--- src/rtl/aes_package.sv ---
// aes_package: shared scheduler state encoding, round-count constants and
// the control bundle driven towards the AES round datapath.
package aes_package;

    typedef enum logic [2:0] {
        S_IDLE,
        S_LOAD,
        S_KEY_INIT,
        S_ROUND,
        S_FINAL,
        S_OUT,
        S_DONE
    } aes_sched_state_t;

    localparam int AES_NR_128 = 10;
    localparam int AES_NR_256 = 14;

    typedef struct packed {
        logic       key_load;
        logic       round_en;
        logic       key_step_en;
        logic       final_round;
        logic [3:0] round_idx;
    } ctrl_round_t;

endpackage

--- src/rtl/aes_sched_counter.sv ---
// aes_sched_counter: up-counter with sync clear (priority over enable),
// enable, and an equality flag against a terminal value.
module aes_sched_counter #(
    parameter int W = 4
) (
    input  logic         clk,
    input  logic         reset_n,
    input  logic         clr,
    input  logic         en,
    input  logic [W-1:0] term,
    output logic [W-1:0] cnt,
    output logic         at_term
);

    always_ff @(posedge clk or negedge reset_n) begin
        if (!reset_n)  cnt <= '0;
        else if (clr)  cnt <= '0;
        else if (en)   cnt <= cnt + W'(1);
    end

    assign at_term = (cnt == term);

endmodule

--- src/rtl/aes_round_sched.sv ---
// aes_round_sched: block/round sequencer for the AES datapath.
// Define AES_SCHED_KEY256_EN to enable AES-256 (NR = 14) via key_len_i.
module aes_round_sched
    import aes_package::*;
#(
    parameter int CNT_W = 16
) (
    input  logic             clk,
    input  logic             reset_n,
    input  logic             clear,
    input  logic             start_i,
    input  logic [CNT_W-1:0] nb_blocks_i,
    input  logic             key_len_i,
    input  logic             in_valid_i,
    output logic             in_ready_o,
    output logic             load_block_o,
    output logic             key_load_o,
    output logic             round_en_o,
    output logic             key_step_en_o,
    output logic             final_round_o,
    output logic [3:0]       round_idx_o,
    output logic             out_valid_o,
    input  logic             out_ready_i,
    output logic             busy_o,
    output logic             done_o,
    output logic [CNT_W-1:0] blocks_done_o
);

    aes_sched_state_t state, state_nxt;
    logic [CNT_W-1:0] nb_q;
    logic [3:0]       nr, rnd_cnt;
    logic             rnd_act, rnd_last, blk_last, take_start;
    ctrl_round_t      ctrl;

    assign take_start = (state == S_IDLE) && start_i;

`ifdef AES_SCHED_KEY256_EN
    logic key256_q;
    always_ff @(posedge clk or negedge reset_n) begin
        if (!reset_n)        key256_q <= 1'b0;
        else if (clear)      key256_q <= 1'b0;
        else if (take_start) key256_q <= key_len_i;
    end
    assign nr = key256_q ? 4'(AES_NR_256) : 4'(AES_NR_128);
`else
    logic unused_key_len;
    assign unused_key_len = key_len_i;
    assign nr = 4'(AES_NR_128);
`endif

    always_ff @(posedge clk or negedge reset_n) begin
        if (!reset_n)        nb_q <= '0;
        else if (clear)      nb_q <= '0;
        else if (take_start) nb_q <= nb_blocks_i;
    end

    always_ff @(posedge clk or negedge reset_n) begin
        if (!reset_n) state <= S_IDLE;
        else          state <= state_nxt;
    end

    always_comb begin
        state_nxt = state;
        case (state)
            S_IDLE:     if (start_i) state_nxt = (nb_blocks_i == '0) ? S_DONE : S_LOAD;
            S_LOAD:     if (in_valid_i) state_nxt = S_KEY_INIT;
            S_KEY_INIT: state_nxt = S_ROUND;
            S_ROUND:    if (rnd_last) state_nxt = S_FINAL;
            S_FINAL:    state_nxt = S_OUT;
            S_OUT:      if (out_ready_i) state_nxt = blk_last ? S_DONE : S_LOAD;
            S_DONE:     state_nxt = S_IDLE;
            default:    state_nxt = S_IDLE;
        endcase
        if (clear) state_nxt = S_IDLE;
    end

    // Round index counts only through KEY_INIT/ROUND, so it reads NR in FINAL and 0 elsewhere.
    assign rnd_act = (state == S_KEY_INIT) || (state == S_ROUND);

    aes_sched_counter #(.W(4)) u_round_cnt (
        .clk     (clk),
        .reset_n (reset_n),
        .clr     (clear || !rnd_act),
        .en      (rnd_act),
        .term    (nr - 4'd1),
        .cnt     (rnd_cnt),
        .at_term (rnd_last)
    );

    // Terminal is nb-1 so the flag means "this handshake delivers the last block".
    aes_sched_counter #(.W(CNT_W)) u_block_cnt (
        .clk     (clk),
        .reset_n (reset_n),
        .clr     (clear || take_start),
        .en      ((state == S_OUT) && out_ready_i),
        .term    (nb_q - CNT_W'(1)),
        .cnt     (blocks_done_o),
        .at_term (blk_last)
    );

    assign ctrl = '{
        key_load:    (state == S_KEY_INIT),
        round_en:    (state == S_ROUND) || (state == S_FINAL),
        key_step_en: (state == S_ROUND) || (state == S_FINAL),
        final_round: (state == S_FINAL),
        round_idx:   rnd_cnt
    };

    assign key_load_o    = ctrl.key_load;
    assign round_en_o    = ctrl.round_en;
    assign key_step_en_o = ctrl.key_step_en;
    assign final_round_o = ctrl.final_round;
    assign round_idx_o   = ctrl.round_idx;
    assign in_ready_o    = (state == S_LOAD);
    assign load_block_o  = in_valid_i && in_ready_o;
    assign out_valid_o   = (state == S_OUT);
    assign busy_o        = (state != S_IDLE);
    assign done_o        = (state == S_DONE);

endmodule

--- config.mk ---
export PLATFORM = sky130hd
export DESIGN_NAME = aes_round_sched
export DESIGN_NICKNAME = d
export VERILOG_FILES = /design/src/rtl/aes_package.sv /design/src/rtl/aes_sched_counter.sv /design/src/rtl/aes_round_sched.sv
export SDC_FILE = /design/constraint.sdc
export NUM_CORES = 1
export LEC_CHECK = 0
export ABC_AREA = 1
export BUFFER_PORTS_ARGS = -buffer_cell sky130_fd_sc_hd__buf_2
export CORE_MARGIN = 2
export CORE_UTILIZATION = 55
export DETAILED_ROUTE_END_ITERATION = 10
export PLACE_DENSITY = 0.79
export REMOVE_ABC_BUFFERS = 1
export SLEW_MARGIN = 20
export SYNTH_ARGS = -nofsm -noshare
export SYNTH_HDL_FRONTEND = slang
export SYNTH_SLANG_ARGS = --single-unit
export TNS_END_PERCENT = 1
--- constraint.sdc ---
create_clock -name clk -period 2.9 [get_ports clk]
set_input_delay 0.145 -clock clk [delete_from_list [all_inputs] [get_ports clk]]
set_output_delay 0.145 -clock clk [all_outputs]
set_load 0.02 [all_outputs]
==> key figures, run 1 <==
Status
  – Outcome: finished, final reports clean

Clock network
  – CTS sink cnt: 39
  – CTS buffer count: 5
  – Max clock buf depth: 2
  – Resize count post-CTS: 0
  – Clock Latency Late Sink: between 0.2 and 0.3 ns
  – Post-CTS Hold Fix Bufs: 1
  – Root Buffer: clkbuf_8
  – Worst-path clk slew: about 0.080 ns
  – H-Tree Depth: 2
  – # Post-CTS Setup Buffers: 0
  – CTS tree: built

Power
  – Pwr/cell area: 562 mW/mm^2
  – Maximum vdd drop: 417 uV
  – Pwr Total: approximately 1800 uW
  – Static Leakage: about 0.0018 uW

STA
  – Setup tns final: 0 ns
  – Clk_skew: between 0.003 and 0.004 ns
  – Slew Viols, Final: 0
  – Fin crit share: 75.8%
  – RSZ-0062 raised after global routing: no
  – Tmin final: between 2 and 2.5 ns
  – Fin. Hold Viols: 0
  – Relative slew slack: 41.8%
  – Worst Max-Slew Pin Slew: 0.873 ns
  – # setup viols final: 0
  – F_max: about 0.45 GHz

Global routing
  – Vias in the first global route: 2546
  – Global Route Usage Sum: between 20 and 30%
  – Global-route wire length before repair: about 12000 um
  – Largest net degree at the start of global routing: 40
  – Global route overflow: 0
  – Initial antenna violation count: 0

Yosys
  – Synthesized netlist cell count: ~420
  – Mean area per synthesized cell: approximately 6.6 sq um
  – Sequential element share of the synthesized area: a little over a third
  – Synthesized cell area: 0.00277 sq mm
  – #FFs+latches synth: 39
  – Synth warn: 0
  – Unique cell type count in the Yosys netlist: 34

Die
  – Starting Density: 58.0%
  – Height of the die: around 75 um
  – Row Count: 25
  – Die area: 0.00563 sq mm
  – Chip width: roughly 75 um
  – CORE AREA: between 0.004 and 0.005 sq mm
  – IO Count: 52

Run
  – Max-Cap Viols: 0

Route
  – Total Wirelength: about 7100 um
  – Via density: between 5 and 6
  – Initial DRC count: approximately 190
  – Detailed-route via count: about 2800
  – WL/cell: roughly 13 um
  – Drt drc: 0
  – First drt pass iteration count: 5
  – ANT nets after route: 0

Setup path
  – Critical path arrival: approximately 2.4 ns
  – CP Capture Type: register
  – Crit-path max FO: 6
  – Worst setup SP type: register
  – Critical path required time: a little over 3 ns
  – Critical path type: reg -> reg

Final layout
  – Antenna Cells: 0
  – Design area: 0.00320 sq mm
  – Layout area overhead: 15.2%
  – Final net count: between 400 and 500
  – Fraction of layout instances using a drive strength above 1: 16.3%

Place
  – Post-DP Area: about 0.0031 sq mm
  – Post-detail-place hpwl: around 5500 um
  – Port-buffer cells: 50
  – GP Congestion: approximately 0.92

Worst hold path
  – Worst Hold Class: in -> reg
[per-layer routing]
layer | up-vias | GRT usage, % | share of wire (%)
li1 | 1423 | - | -
met4 | 0 | 7.74 | 1.1
met1 | 1271 | 39.4 | 46
met5 | - | 0 | 0
met2 | 103 | 42.7 | 47
met3 | 9 | 5.22 | 6.4
[critical path, cell delays in order (launching register included)]
cell     delay, ns
dfrtp_1       0.41
inv_1         0.21
ha_1          0.25
nand3_2       0.16
nor2_2        0.23
nand2_1       0.08
nand2_1       0.10
nand2_1       0.06
nor2_1        0.08
nand2_1       0.06
nor2_1        0.12
nand2_1       0.10
nand2_1       0.08
nand2_1       0.04
nand2_1       0.05
nand2_1       0.04
[report_power, final]
group	leakage, uW	total [uW]	internal (uW)	switching (uW)
combinational	0.00120	720	235	485
sequential	0.000527	670	596	73.5
clock	0.0000515	406	217	189
total	0.00178	1800	1050	748
[worst paths after layout]
path / start / endpoint / slack (ns) / depth (start not counted)
worst max-delay path: nb_q[0] / state[0] / 0.70 / 15
worst min-delay path: nb_blocks_i[12] / nb_q[12] / 0.09 / 3
worst max register to register: nb_q[0] / state[0] / 0.70 / 15
worst min register to register: nb_q[15] / nb_q[15] / 0.53 / 2
max in group asynchronous: reset_n / u_block_cnt.cnt[11] / 1.85 / 2
min in group asynchronous: reset_n / u_block_cnt.cnt[1] / 0.50 / 2
[stage by stage]
step                      hold slack, ns  std cells  utilization [%]  setup slack [ns]
after floorplan                   -0.151        412                -             0.850
after global placement             0.297        530             64.5             0.811
after detailed placement           0.312        530             64.5             0.774
after CTS                         0.0894        539             66.8             0.752
after global routing              0.0972        539             66.8             0.419
final                             0.0936        539             66.8             0.701
[cells by family (layout without fill, tap and decap cells)]
logic type	count (synthesis)	count (layout)	synth area share (%)
flops	39	39	35.2
fa+ha+maj	4	4	1.80
xor+xnor	11	11	3.47
buf+inv	68	122	9.56
simple gates	260	260	43.3
compound gates	36	36	6.68
[final cells by class]
class                           count  area [sq um]
Clock buffer                        8           100
Fill cell                         427          1590
Inverter                           62           235
Multi-Input combinational cell    311          1530
Sequential cell                    39           976
Tap cell                           67          83.8
Timing Repair Buffer               52           268
[flip-flops by register name (all words and copies together), names as in the netlist]
signal           cells
state                3
nb_q                16
u_block_cnt.cnt     16
u_round_cnt.cnt      4
[synth_stat cells, drive strengths merged]
library cell | count | share of area (%)
nor4 | 2 | 0.45
o22ai | 1 | 0.23
a31oi | 1 | 0.23
nand3b | 6 | 1.6
inv | 60 | 8.2
a211oi | 1 | 0.27
xnor2 | 6 | 1.9
and2 | 1 | 0.23
nor3 | 10 | 2.4
o21ai | 19 | 3.4
ha | 4 | 1.8
and3b | 1 | 0.32
nand4 | 7 | 1.8
clkbuf | 2 | 0.27
dfrtp | 39 | 35
a21oi | 14 | 2.5
nand2 | 133 | 18
buf | 4 | 0.81
nor2 | 59 | 9.7
nor3b | 1 | 0.45
xor2 | 5 | 1.6
nand3 | 40 | 8.4
clkinv | 2 | 0.27
[placed cells by master, fill, tap and decap left out]
| master | Yosys | layout |
|---|---|---|
| nand2_1 | 133 | 133 |
| inv_1 | 57 | 57 |
| nor2_1 | 52 | 52 |
| buf_2 | 3 | 50 |
| dfrtp_1 | 39 | 39 |
| nand3_1 | 35 | 35 |
| o21ai_0 | 19 | 19 |
| a21oi_1 | 14 | 14 |
| nor3_1 | 8 | 8 |
| clkbuf_8 | 0 | 7 |
| nand4_1 | 6 | 6 |
| nand3b_1 | 6 | 6 |
| xnor2_1 | 6 | 6 |
| xor2_1 | 5 | 5 |
| nand3_2 | 4 | 4 |
| ha_1 | 4 | 4 |
| nor2_4 | 3 | 3 |
| nor2_2 | 3 | 3 |
| inv_2 | 2 | 2 |
| clkinv_1 | 2 | 2 |
| nor4_1 | 2 | 2 |
| a31oi_1 | 1 | 1 |
| inv_4 | 1 | 1 |
| nor2_8 | 1 | 1 |
| nand3_4 | 1 | 1 |
| nor3_4 | 1 | 1 |
| nor3_2 | 1 | 1 |
| and2_1 | 1 | 1 |
| and3b_1 | 1 | 1 |
| o22ai_1 | 1 | 1 |
| nand4_2 | 1 | 1 |
| nor3b_2 | 1 | 1 |
| a211oi_1 | 1 | 1 |
| clkbuf_1 | 2 | 1 |
| dlygate4sd3_1 | 0 | 1 |
| buf_4 | 1 | 1 |
(Power assumes the default switching activity.)
==> run 2, diff against run 1 <==
Settings changed: ABC_AREA 1 to 0, CORE_UTILIZATION 55 to 50, PLACE_DENSITY 0.79 to 0.77.
Clock period 2.9 ns to 1.8 ns, I/O delays scaled along.
==> key figures, run 2 <==
Route
  – Total Wirelength: 6120 um
  – Detailed-route via count: about 2300
  – WL/cell: between 10 and 15 um
  – Drt drc: 0
  – Initial DRC count: 133
  – First drt pass iteration count: 4
  – ANT nets after route: 0
  – Via density: about 5.3

Setup path
  – Worst setup SP type: register
  – Critical path type: reg -> reg
  – Crit path top cell by count: or4_4
  – Crit-path max FO: 3
  – R2R Path End: state[0]
  – Critical path required time: approximately 2.0 ns
  – Worst reg-to-reg setup slack: -0.74 ns
  – CP Capture Type: register
  – Worst path slowest cell: or4_4
  – Critical path arrival: between 2 and 3 ns
  – R2R cell count: 6
  – Critical Path Max Stage Delay: about 0.56 ns
  – Crit path cell chain: or3_4, or4_4, or4_4, a221oi_4, nand4_2, a41o_1
  – Critical R2R Launch: nb_q[0]

Place
  – Worst slack, placed: -0.825 ns
  – GP Congestion: roughly 0.8
  – Dpl cells: about 430
  – Post-detail-place hpwl: roughly 4600 um
  – Port-buffer cells: 50

STA
  – Relative slew slack: 67.6%
  – Clk_skew: between 0.008 and 0.009 ns
  – Fin crit share: 141%
  – Tmin final: 2.54 ns
  – Slew Viols, Final: 0
  – Fin. Hold Viols: 0
  – Setup ws final: -0.744 ns
  – # setup viols final: 3
  – F_max: 0.393 GHz
  – Worst Max-Slew Pin Slew: between 0.4 and 0.5 ns
  – RSZ-0062 raised after global routing: yes

Global routing
  – Global route overflow: 0
  – Initial antenna violation count: 0
  – Global Route Usage Sum: around 24%
  – GRT Max-Usage Layer: met2
  – M3 GR Usage: 4.55%
  – Vias in the first global route: ~2300
  – Met1 Usage GRT: between 30% and 40%
  – Global-route wire length before repair: about 10000 um
  – Met2 GRT Util: between 30% and 40%
  – Largest net degree at the start of global routing: 22

Yosys
  – Post-synth EDFFs: 0
  – Unique cell type count in the Yosys netlist: 55
  – Mean area per synthesized cell: 8.91 sq um
  – Sequential element share of the synthesized area: about two fifths
  – Synth area leaders: dfrtp_1 39%, nand2_1 7.2%, xor2_1 6.6%
  – Top-count cell post-synth: nand2_1
  – #FFs+latches synth: 39
  – Synth warn: 0
  – Cell taking the most area after synthesis: dfrtp_1
  – Most used flip-flop cell after synthesis: dfrtp_1
  – List of most frequent post-synthesis cells: 48 x nand2_1, 39 x dfrtp_1, 28 x nor2_1
  – Async SR Flop Fraction: 100%
  – Synthesized cell area: between 0.002 and 0.003 sq mm
  – Share of the synthesized area in the top cell type: about two fifths
  – Synthesized netlist cell count: 282

Die
  – Row Count: 25
  – Height of the die: about 75 um
  – IO Count: 52
  – Starting Density: 52.5%
  – CORE AREA: around 0.0048 sq mm
  – Die area: 0.00561 sq mm
  – Chip width: approximately 75 um

Clock network
  – CTS tree: built
  – CTS buffer count: 5
  – Clock Latency Late Sink: approximately 0.30 ns
  – H-Tree Depth: 2
  – Worst-path clk slew: roughly 0.090 ns
  – Root Buffer: clkbuf_8
  – CTS sink cnt: 39
  – Max clock buf depth: 2

Final layout
  – Commonest cells after routing, fill and taps aside: 50 x buf_2, 48 x nand2_1, 44 x buf_4, 39 x dfrtp_1, 28 x nor2_1
  – Fin cells: around 440
  – Antenna Cells: 0
  – Most common cell after layout, fill and taps aside: buf_2
  – Layout area overhead: 29.0%
  – Top flop regs: nb_q: 16 flops, u_block_cnt.cnt: 16 flops, u_round_cnt.cnt: 4 flops
  – Fraction of layout instances using a drive strength above 1: around a third
  – Final net count: between 300 and 400

Worst hold path
  – Worst Hold Class: in -> reg
  – Min-Delay Startpoint: nb_blocks_i[13]
  – Hold path cells: 3
  – End of the worst hold path: nb_q[13]

Power
  – Pwr/cell area: around 1000 mW/mm^2
  – Static Leakage: around 0.0016 uW
  – Maximum vdd drop: 656 uV

Run
  – Max-Cap Viols: 0

Status
  – Outcome: complete, but fails checks
  – Failing checks: negative setup slack
==> run 2: cell count changes after synthesis, sizes merged, moves of 12 or more <==
cell,previous run,this run
xnor2,6,18
nand2,133,48
inv,60,7
o21ai,19,6
nand3,40,5
nor2,59,28
xor2,5,19
==> run 2: layer usage <==
layer | wire (um) | share of wire (%)
met3 | 282 | 4.6
met5 | 0 | 0
met4 | 83 | 1.4
met2 | 2910 | 48
met1 | 2850 | 47
==> run 2: layout make-up <==
class                           count  area, sq um
Inverter                            7         26.3
Clock inverter                      3         67.6
Clock buffer                        5         68.8
Sequential cell                    39          976
Multi-Input combinational cell    222         1410
Tap cell                           67         83.8
Fill cell                         400         1540
Timing Repair Buffer               96          611
==> run 2: stage by stage <==
stage / hold WS, ns / utilization [%] / setup TNS, ns / total power [uW] / cell area (sq um)
CTS: 0.0208 / 67.6 / -2.07 / 3320 / 3240
floorplan: -0.206 / - / -2.06 / 1870 / 2400
detailed placement: 0.0792 / 64.2 / -2.26 / 2410 / 3070
finish: 0.0201 / 67.7 / -2.06 / 3330 / 3240
global route: 0.0304 / 67.7 / -2.37 / 3520 / 3240
global placement: 0.0704 / 64.2 / -2.13 / 2380 / 3070
==> run 2: logic make-up after synthesis <==
| family | count (synthesis) | synth area share, % |
|---|---|---|
| mux | 2 | 0.847 |
| flops | 39 | 38.8 |
| buf+inv | 21 | 5.33 |
| compound gates | 41 | 11.4 |
| simple gates | 138 | 28.7 |
| xor+xnor | 37 | 12.9 |
| fa+ha+maj | 4 | 1.99 |
==> run 2: critical path: cells and delay by family, from the launching register on <==
kind	cells	cell delay, ns
compound gates	2	0.47
flops	1	0.40
simple gates	4	1.57
==> run 2: where the power goes <==
| group | total, uW | internal, uW | switching, uW |
|---|---|---|---|
| Combinational | 1440 | 681 | 759 |
| Sequential | 1000 | 951 | 53.7 |
| Clock | 887 | 553 | 334 |
| Total | 3330 | 2180 | 1150 |
==> run 2: how the worst max path moves through the flow <==
| stage | start | end | slack (ns) | cells past startpoint |
|---|---|---|---|---|
| final | nb_q[0] | state[0] | -0.74 | 6 |
| after global routing | nb_q[4] | state[0] | -0.81 | 6 |
| after CTS | nb_q[4] | state[0] | -0.75 | 6 |
| after detailed placement | nb_q[1] | state[0] | -0.82 | 6 |
| after global placement | nb_q[1] | state[0] | -0.79 | 6 |
| after floorplan | nb_q[0] | state[0] | -0.76 | 6 |
==> run 2: what timing repair did <==
| item | in CTS | in global routing |
|---|---|---|
| setup endpoints to repair | 4 | 6 |
| pin swaps | 7 | 1 |
| hold buffers | 1 | 0 |
| cloned | 0 | 0 |
| resized for setup | 2 | 2 |
| hold endpoints to repair | 19 | 0 |
| setup buffers | 2 | 0 |
==> run 3, diff against run 2 <==
Settings changed: RECOVER_POWER from default to 100.
==> key figures, run 3 (synthesized netlist as in run 2, its figures left out) <==
Power
  – Pwr/cell area: 1040 mW/mm^2
  – Maximum vdd drop: 627 uV
  – Static Leakage: 0.00148 uW

Global routing
  – Initial antenna violation count: 0
  – Vias in the first global route: approximately 2300
  – Global route overflow: 0
  – Global Route Usage Sum: 24.5%
  – Global-route wire length before repair: 10500 um
  – Largest net degree at the start of global routing: 22

Clock network
  – CTS sink cnt: 39
  – Root Buffer: clkbuf_8
  – CTS tree: built
  – H-Tree Depth: 2
  – Clock Latency Late Sink: between 0.3 and 0.4 ns
  – CTS buffer count: 5
  – Worst-path clk slew: 0.09 ns
  – Max clock buf depth: 2

Route
  – Via density: between 5 and 6
  – Total Wirelength: 6130 um
  – WL/cell: ~14 um
  – Detailed-route via count: 2350
  – First drt pass iteration count: 4
  – Drt drc: 0
  – Initial DRC count: between 100 and 150
  – ANT nets after route: 0

Final layout
  – Commonest cells after routing, fill and taps aside: 48 x nand2_1, 41 x buf_4, 39 x dfrtp_1, 28 x nor2_1, 27 x clkbuf_1
  – Fin cells: ~440
  – Antenna Cells: 0
  – Design area: approximately 0.0032 sq mm
  – Top flop regs: nb_q: 16 flops, u_block_cnt.cnt: 16 flops, u_round_cnt.cnt: 4 flops
  – Final core utilization: around 67%
  – Final net count: 398
  – Layout area overhead: 26.9%
  – Most common cell after layout, fill and taps aside: nand2_1
  – Fraction of layout instances using a drive strength above 1: 25.3%

Setup path
  – Critical path required time: about 2.0 ns
  – Worst setup SP type: register
  – Crit-path max FO: 3
  – Critical path arrival: approximately 2.7 ns
  – R2R cell count: 6
  – R2R Path End: state[0]
  – Critical R2R Launch: nb_q[0]
  – Crit path launch: nb_q[0]
  – Worst reg-to-reg setup slack: -0.74 ns
  – CP Capture Type: register
  – Critical path type: reg -> reg

Die
  – Height of the die: approximately 75 um
  – Row Count: 25
  – IO Count: 52
  – CORE AREA: about 0.0048 sq mm
  – Chip width: around 75 um
  – Starting Density: 52.5%
  – Die area: 0.00561 sq mm

STA
  – Slew Viols, Final: 0
  – Worst Max-Slew Pin Slew: around 1.1 ns
  – F_max: 0.393 GHz
  – # setup viols final: 3
  – Hold_ws: approximately 0.018 ns
  – Fin. Hold Viols: 0
  – Fin crit share: 141%
  – Setup tns final: -2.06 ns
  – Tmin final: 2.54 ns
  – RSZ-0062 raised after global routing: yes
  – Clk_skew: about 0.0096 ns
  – Relative slew slack: around 29%
  – Setup ws final: -0.744 ns

Status
  – Outcome: complete, but fails checks
  – Failing checks: negative setup slack

Place
  – Post-detail-place hpwl: 4610 um
  – Port-buffer cells: 50
  – Post-DP Area: 0.00307 sq mm
  – Dpl cells: about 430
  – GP Congestion: just over 0.8

Worst hold path
  – End of the worst hold path: nb_q[13]
  – Worst Hold Class: in -> reg
  – Hold path cells: 3
  – Min-Delay Startpoint: nb_blocks_i[13]

Run
  – Max-Cap Viols: 0
[run 3: worst max-delay path by stage]
| stage | to | cells after the start | slack, ns |
|---|---|---|---|
| floorplan | state[0] | 6 | -0.76 |
| global placement | state[0] | 6 | -0.79 |
| detailed placement | state[0] | 6 | -0.82 |
| CTS | state[0] | 6 | -0.75 |
| global route | state[0] | 6 | -0.81 |
| finish | state[0] | 6 | -0.74 |
[run 3: timing repair]
| item | CTS | global route |
|---|---|---|
| hold buffers | 1 | 0 |
| hold endpoints to repair | 19 | 0 |
| setup buffers | 2 | 0 |
| resized for setup | 2 | 2 |
| pin swaps | 7 | 1 |
| endpoints found under the setup margin | 4 | 6 |
[run 3: where the power goes]
| part | leakage (uW) | internal, uW | total [uW] | switching (uW) |
|---|---|---|---|---|
| Sequential | 0.000536 | 951 | 1010 | 54.3 |
| Clock | 0.0000644 | 553 | 890 | 337 |
| Combinational | 0.000881 | 658 | 1420 | 761 |
[run 3: critical path, cell delays in order, from the launching register on]
cell      delay, ns
dfrtp_1        0.41
or3_4          0.38
or4_4          0.49
or4_4          0.56
a221oi_4       0.27
nand4_2        0.14
a41o_1         0.20
[run 3: layout make-up]
cell class / instances / area (sq um)
Clock inverter: 3 / 67.6
Timing Repair Buffer: 96 / 557
Inverter: 7 / 26.3
Tap cell: 67 / 83.8
Sequential cell: 39 / 976
Fill cell: 419 / 1600
Clock buffer: 5 / 68.8
Multi-Input combinational cell: 222 / 1410
[run 3: per-layer routing]
| layer | track usage [%] | vias to the layer above | wire (um) |
|---|---|---|---|
| met5 | 0 | - | 0 |
| li1 | - | 1159 | - |
| met4 | 6.94 | 0 | 80 |
| met2 | 38.7 | 63 | 2900 |
| met3 | 4.55 | 8 | 276 |
| met1 | 34.5 | 1120 | 2880 |
[run 3: metrics by stage]
step / power, uW / worst slack, ns
after floorplan: 1870 / -0.759
after global placement: 2380 / -0.787
after detailed placement: 2410 / -0.825
after CTS: 3320 / -0.751
after global routing: 3500 / -0.813
final: 3310 / -0.744
